$ cat config.mk
export PLATFORM = sky130hd
export DESIGN_NAME = div_unit
export DESIGN_NICKNAME = d
export VERILOG_FILES = /design/src/rtl/div_unit_pkg.sv /design/src/rtl/div_step.sv /design/src/rtl/div_unit.sv
export SDC_FILE = /design/constraint.sdc
export NUM_CORES = 1
export LEC_CHECK = 0
export ABC_CLOCK_PERIOD_IN_PS = 5000
export CORE_MARGIN = 10
export CORE_UTILIZATION = 45
export CTS_BUF_LIST = sky130_fd_sc_hd__clkbuf_2 sky130_fd_sc_hd__clkbuf_4 sky130_fd_sc_hd__clkbuf_8
export CTS_CLUSTER_SIZE = 8
export DETAILED_ROUTE_END_ITERATION = 8
export PLACE_DENSITY = 0.68
export SETUP_SLACK_MARGIN = 0.15
export SLEW_MARGIN = 5
export SYNTH_ARGS = -nofsm -noshare
export SYNTH_HDL_FRONTEND = slang
export SYNTH_SLANG_ARGS = --single-unit
$ cat constraint.sdc
create_clock -name clk -period 5 [get_ports clk]
set_clock_uncertainty 0.2 [all_clocks]
set_input_delay 1.5 -clock clk [delete_from_list [all_inputs] [get_ports clk]]
set_output_delay 1.5 -clock clk [all_outputs]
set_load 0.01 [all_outputs]
$ cat src/rtl/div_unit_pkg.sv
// rtl/div_unit_pkg.sv - shared divider defines: state encodings, cycle count, divide-by-zero fill
package div_unit_pkg;

  localparam int DIV_WIDTH  = 32;
  localparam int DIV_CYCLES = DIV_WIDTH;

  localparam logic [1:0] DIV_IDLE = 2'd0;
  localparam logic [1:0] DIV_RUN  = 2'd1;
  localparam logic [1:0] DIV_DONE = 2'd2;

  // LO on divide-by-zero is this bit replicated across the quotient width
  localparam logic DIV_ZERO_LO_BIT = 1'b1;

endpackage

$ cat src/rtl/div_step.sv
// rtl/div_step.sv - one combinational restoring-division iteration on {rem, quo}
module div_step #(
  parameter int WIDTH = 32
) (
  input  logic [WIDTH-1:0] rem_in,
  input  logic [WIDTH-1:0] quo_in,
  input  logic [WIDTH-1:0] divisor,
  output logic [WIDTH-1:0] rem_out,
  output logic [WIDTH-1:0] quo_out
);

  logic [WIDTH:0]   shifted;
  logic [WIDTH+1:0] trial;
  logic             unused_trial_bit;

  // shifted rem can exceed WIDTH bits for large unsigned divisors; the
  // kept remainder always fits because it ends up below the divisor
  always_comb begin
    shifted = {rem_in, quo_in[WIDTH-1]};
    trial   = {1'b0, shifted} - {2'b00, divisor};
    if (!trial[WIDTH+1]) begin
      rem_out = trial[WIDTH-1:0];
      quo_out = {quo_in[WIDTH-2:0], 1'b1};
    end else begin
      rem_out = shifted[WIDTH-1:0];
      quo_out = {quo_in[WIDTH-2:0], 1'b0};
    end
  end

  assign unused_trial_bit = trial[WIDTH];

endmodule

$ cat src/rtl/div_unit.sv
// rtl/div_unit.sv - multi-cycle radix-2 restoring DIV/DIVU unit with stall request and annul
module div_unit
  import div_unit_pkg::*;
#(
  parameter int WIDTH = DIV_CYCLES
) (
  input  logic               clk,
  input  logic               rst,
  input  logic               start,
  input  logic               signed_div,
  input  logic [WIDTH-1:0]   opa,
  input  logic [WIDTH-1:0]   opb,
  input  logic               annul,
  output logic               stall_req,
  output logic               ready,
  output logic [2*WIDTH-1:0] result
);

  localparam logic [5:0] LAST_CNT = 6'(WIDTH - 1);

  logic [1:0]         state_q, state_d;
  logic [5:0]         cnt_q, cnt_d;
  logic [WIDTH-1:0]   rem_q, rem_d;
  logic [WIDTH-1:0]   quo_q, quo_d;
  logic [WIDTH-1:0]   dvs_q, dvs_d;
  logic               qneg_q, qneg_d;
  logic               rneg_q, rneg_d;
  logic [2*WIDTH-1:0] result_q, result_d;

  logic             a_neg, b_neg;
  logic [WIDTH:0]   a_ext, b_ext, a_mag, b_mag;
  logic [WIDTH-1:0] step_rem, step_quo, rem_fix, quo_fix;
  logic             unused_mag_bits;

  div_step #(.WIDTH(WIDTH)) u_step (
    .rem_in  (rem_q),
    .quo_in  (quo_q),
    .divisor (dvs_q),
    .rem_out (step_rem),
    .quo_out (step_quo)
  );

  // magnitudes at WIDTH+1 bits so the most negative operand negates cleanly
  assign a_neg = signed_div & opa[WIDTH-1];
  assign b_neg = signed_div & opb[WIDTH-1];
  assign a_ext = {a_neg, opa};
  assign b_ext = {b_neg, opb};
  assign a_mag = a_neg ? -a_ext : a_ext;
  assign b_mag = b_neg ? -b_ext : b_ext;
  assign unused_mag_bits = a_mag[WIDTH] ^ b_mag[WIDTH];

  assign quo_fix = qneg_q ? -step_quo : step_quo;
  assign rem_fix = rneg_q ? -step_rem : step_rem;

  assign ready     = (state_q == DIV_DONE);
  assign stall_req = start & ~ready & ~annul;
  assign result    = result_q;

  always_comb begin
    state_d  = state_q;
    cnt_d    = cnt_q;
    rem_d    = rem_q;
    quo_d    = quo_q;
    dvs_d    = dvs_q;
    qneg_d   = qneg_q;
    rneg_d   = rneg_q;
    result_d = result_q;
    case (state_q)
      DIV_IDLE: begin
        if (start && !annul) begin
          if (opb != '0) begin
            rem_d   = '0;
            quo_d   = a_mag[WIDTH-1:0];
            dvs_d   = b_mag[WIDTH-1:0];
            qneg_d  = a_neg ^ b_neg;
            rneg_d  = a_neg;
            cnt_d   = '0;
            state_d = DIV_RUN;
          end else begin
            result_d = {opa, {WIDTH{DIV_ZERO_LO_BIT}}};
            state_d  = DIV_DONE;
          end
        end
      end
      DIV_RUN: begin
        if (annul) begin
          state_d = DIV_IDLE;
        end else begin
          rem_d = step_rem;
          quo_d = step_quo;
          cnt_d = cnt_q + 6'd1;
          if (cnt_q == LAST_CNT) begin
            result_d = {rem_fix, quo_fix};
            state_d  = DIV_DONE;
          end
        end
      end
      default: state_d = DIV_IDLE;
    endcase
  end

  always_ff @(posedge clk) begin
    if (rst) begin
      state_q  <= DIV_IDLE;
      cnt_q    <= '0;
      rem_q    <= '0;
      quo_q    <= '0;
      dvs_q    <= '0;
      qneg_q   <= 1'b0;
      rneg_q   <= 1'b0;
      result_q <= '0;
    end else begin
      state_q  <= state_d;
      cnt_q    <= cnt_d;
      rem_q    <= rem_d;
      quo_q    <= quo_d;
      dvs_q    <= dvs_d;
      qneg_q   <= qneg_d;
      rneg_q   <= rneg_d;
      result_q <= result_d;
    end
  end

endmodule

==> flow_summary.ini <==
[clock_network]
clock_latency_ns = 0.48
cts_setup_buffers = 0
cts_sinks = 170
cts_root_buf = clkbuf_8
cts_buffer_depth = 2
ctsHoldBuffers = 0
clk_pin_slew_worst_paths_ns = 0.12
cts_made_buffers = 17
cts_resized = 0
cts.htree.levels = 4
cts_tree = done

[drt]
drt_iter0_drc = 1190
wirelength_microns = 40000
drtAntennaViolNets = 0
vias = 12502
first_pass_iters = 5
avgViaCountPerCell = 5.98
wl_per_cell_microns = 19.1
drc = 0

[synthesis]
seq_area_frac_synth_pct = 28.3
synth_common_cells = 292 x nor2_1, 170 x dfxtp_1, 142 x nand2_1
ys_ff_latch = 170
synthXorXnorAreaFrac_pct = 9.46
synth_compound_area_share_pct = 26.5
synthSimpleGateAreaFrac_pct = 24.8
synthArstFlopShare_pct = 0
postSynthCellCount = 1642
synth_top_cell_area_share_pct = 28.3
syn_area_per_cell_sq_um = 7.33
ys_warn_count = 0
yosysUniqueCellTypes = 71
syn-num-nets = 1749
synthAdderAreaFrac_pct = 4.01
netlist_top_cells_area = dfxtp_1 28%, nor2_1 9.1%, a211oi_1 5.9%, xor2_1 5.6%, a21oi_1 5.3%
synth_ff_type = dfxtp_1
synthMuxAreaShare_pct = 1.84
synth_area_leader_cell = dfxtp_1
synth_edf_count = 0
synth_top_family_by_area = compound AO/OA/AOI/OAI gates
yosysMostFrequentCell = nor2_1
netlist_area_sq_um = 12000

[power]
total_power_mw = 3.51
power-per-cell-area_nw_per_um2 = 244
ir_drop_uv = 192
p_seq_share_pct = 41.5
cellLeakagePower_nw = 5.35
intPower_mw = 2.26
power.share.clock_pct = 32.2
p_comb_share_pct = 26.3
p_sw_mw = 1.25
switching_share_pct = 35.7

[die]
die_h_microns = 184
ioPinCount = 135
rows = 59
dieArea_sq_um = 33700
start_util_pct = 45.9
die_x_microns = 184
coreArea_sq_um = 26200

[placed_design]
routabilityCongestion = 0.917
hpwl_microns = 30600
io_buffers = 134

[setup_path]
criticalPathCategory = reg2reg
cp-end-kind = flip-flop
cp_max_fo = 5
arrival_ns = 4.82
cp_data_required_time_ns = 5.17
start_kind = flip-flop

[sta]
maxSlewViolCount = 0
hold_viol_final = 0
setup_viol = 0
fmax_mhz = 215
setup_tns_ns = 0
post-route-min-period_ns = 4.65
worst_pin_slew_ns = 1.16
finalCritPeriodShare_pct = 93.1
maxSlewHeadroom_pct = 22.6
hold_ws_ns = 0.263
rsz0062_at_grt = yes

[outcome]
outcome = finished, final reports clean

[grt]
grt_max_degree = 66
track_usage_pct = 23.0
grt_first_pass_wirelength_microns = 63300
met2_usage_pct = 34.4
grt_antenna_before_repair = 1
grt_overflow = 0
met3_usage_pct = 4.53
top_usage_layer = met2
grt_pass1_vias = 11664
grtUsageMet1_pct = 32.7

[finish]
synthToLayoutAreaGrowth_pct = 19.5
nFillCells = 2541
final_nets = 1848
drive_gt1_share_pct = 6.78
diodes = 0

[job]
drv_cap = 0

[hold_path]
min_path_type = reg2reg
## layout make-up
type	count	area, sq um	area share, %
clock buffer	17	234	1.63
sequential	170	3400	23.7
clock inverter	15	223	1.55
inverter	54	205	1.43
tap	335	419	2.92
multi-input combinational	1311	8090	56.2
timing repair buffer	187	1810	12.6
## power groups by stage
| stage | registers [mW] | logic (mW) | clock network (mW) |
|---|---|---|---|
| 4_1_cts | 1.45 | 0.904 | 1.15 |
| 6_report | 1.45 | 0.924 | 1.13 |
| 5_1_grt | 1.46 | 1.01 | 1.20 |
| 2_1_floorplan | 1.48 | 0.575 | 0 |
| 3_5_place_dp | 1.48 | 0.899 | 0 |
| 3_3_place_gp | 1.48 | 0.890 | 0 |
## metal layers
metal	part of all wire, %	vias to the layer above
met4	1.8	0
met1	48	5861
li1	-	6138
met3	7.7	43
met5	0	-
met2	43	460
## flip-flops by register name, indices dropped and copies added (netlist names)
register / count
rneg_q: 1
result: 64
cnt_q: 6
dvs_q: 32
rem_q: 32
quo_q: 32
qneg_q: 1
state_q: 2
## stage by stage
stage,worst slack (ns),instance area (sq um),instances,util (%)
after floorplan,0.156,12100,1642,-
after global placement,0.267,13900,2057,52.9
after detailed placement,0.123,13900,2057,52.9
after CTS,0.198,14300,2089,54.7
after global routing,0.122,14400,2089,54.9
final,0.346,14400,2089,54.9
## cell families after synthesis
family / count (synthesis)
simple gates: 649
buf+inv: 161
flops: 170
fa+ha+maj: 38
xor+xnor: 130
compound gates: 472
mux: 22
## placed cells by master (no fill, tap or decap), types with 16 or more instances in the layout
cell | netlist | final
clkbuf_8 | 0 | 17
ha_1 | 37 | 34
a21oi_1 | 128 | 127
dfxtp_1 | 170 | 170
clkdlybuf4s50_1 | 0 | 133
or3_1 | 22 | 22
nand2_1 | 142 | 142
nor2_1 | 292 | 291
a211oi_1 | 94 | 94
o21ai_0 | 64 | 64
mux2i_1 | 21 | 21
nor3_1 | 45 | 44
nand4_1 | 16 | 16
xor2_1 | 77 | 77
inv_1 | 53 | 53
a311oi_1 | 32 | 32
buf_4 | 0 | 49
o31ai_1 | 23 | 23
xnor2_1 | 53 | 53
nand3_1 | 27 | 26
## critical path, cell delays in order (launching register included)
cell      delay (ns)
dfxtp_1         0.39
inv_1           0.06
ha_1            0.26
nor2b_1         0.22
o31ai_1         0.15
a2111o_1        0.43
a211o_1         0.40
nand3_4         0.18
nand2_1         0.07
o21ai_0         0.11
ha_2            0.24
nand2b_1        0.07
or4_4           0.47
o32ai_2         0.28
buf_4           0.17
nand4b_1        0.14
o41ai_2         0.26
xnor2_1         0.14
a221oi_1        0.29
## path summary, 6_finish.rpt
path                            from                 endpoint  slack [ns]  depth (start not counted)
max            dvs_q[1]$_SDFFE_PP0P_  result[60]$_SDFFE_PP0P_        0.35                         18
min          result[59]$_SDFFE_PP0P_  result[59]$_SDFFE_PP0P_        0.26                          2
max reg2reg    dvs_q[1]$_SDFFE_PP0P_  result[60]$_SDFFE_PP0P_        0.35                         18
min reg2reg  result[59]$_SDFFE_PP0P_  result[59]$_SDFFE_PP0P_        0.26                          2
(Power assumes the default switching activity.)
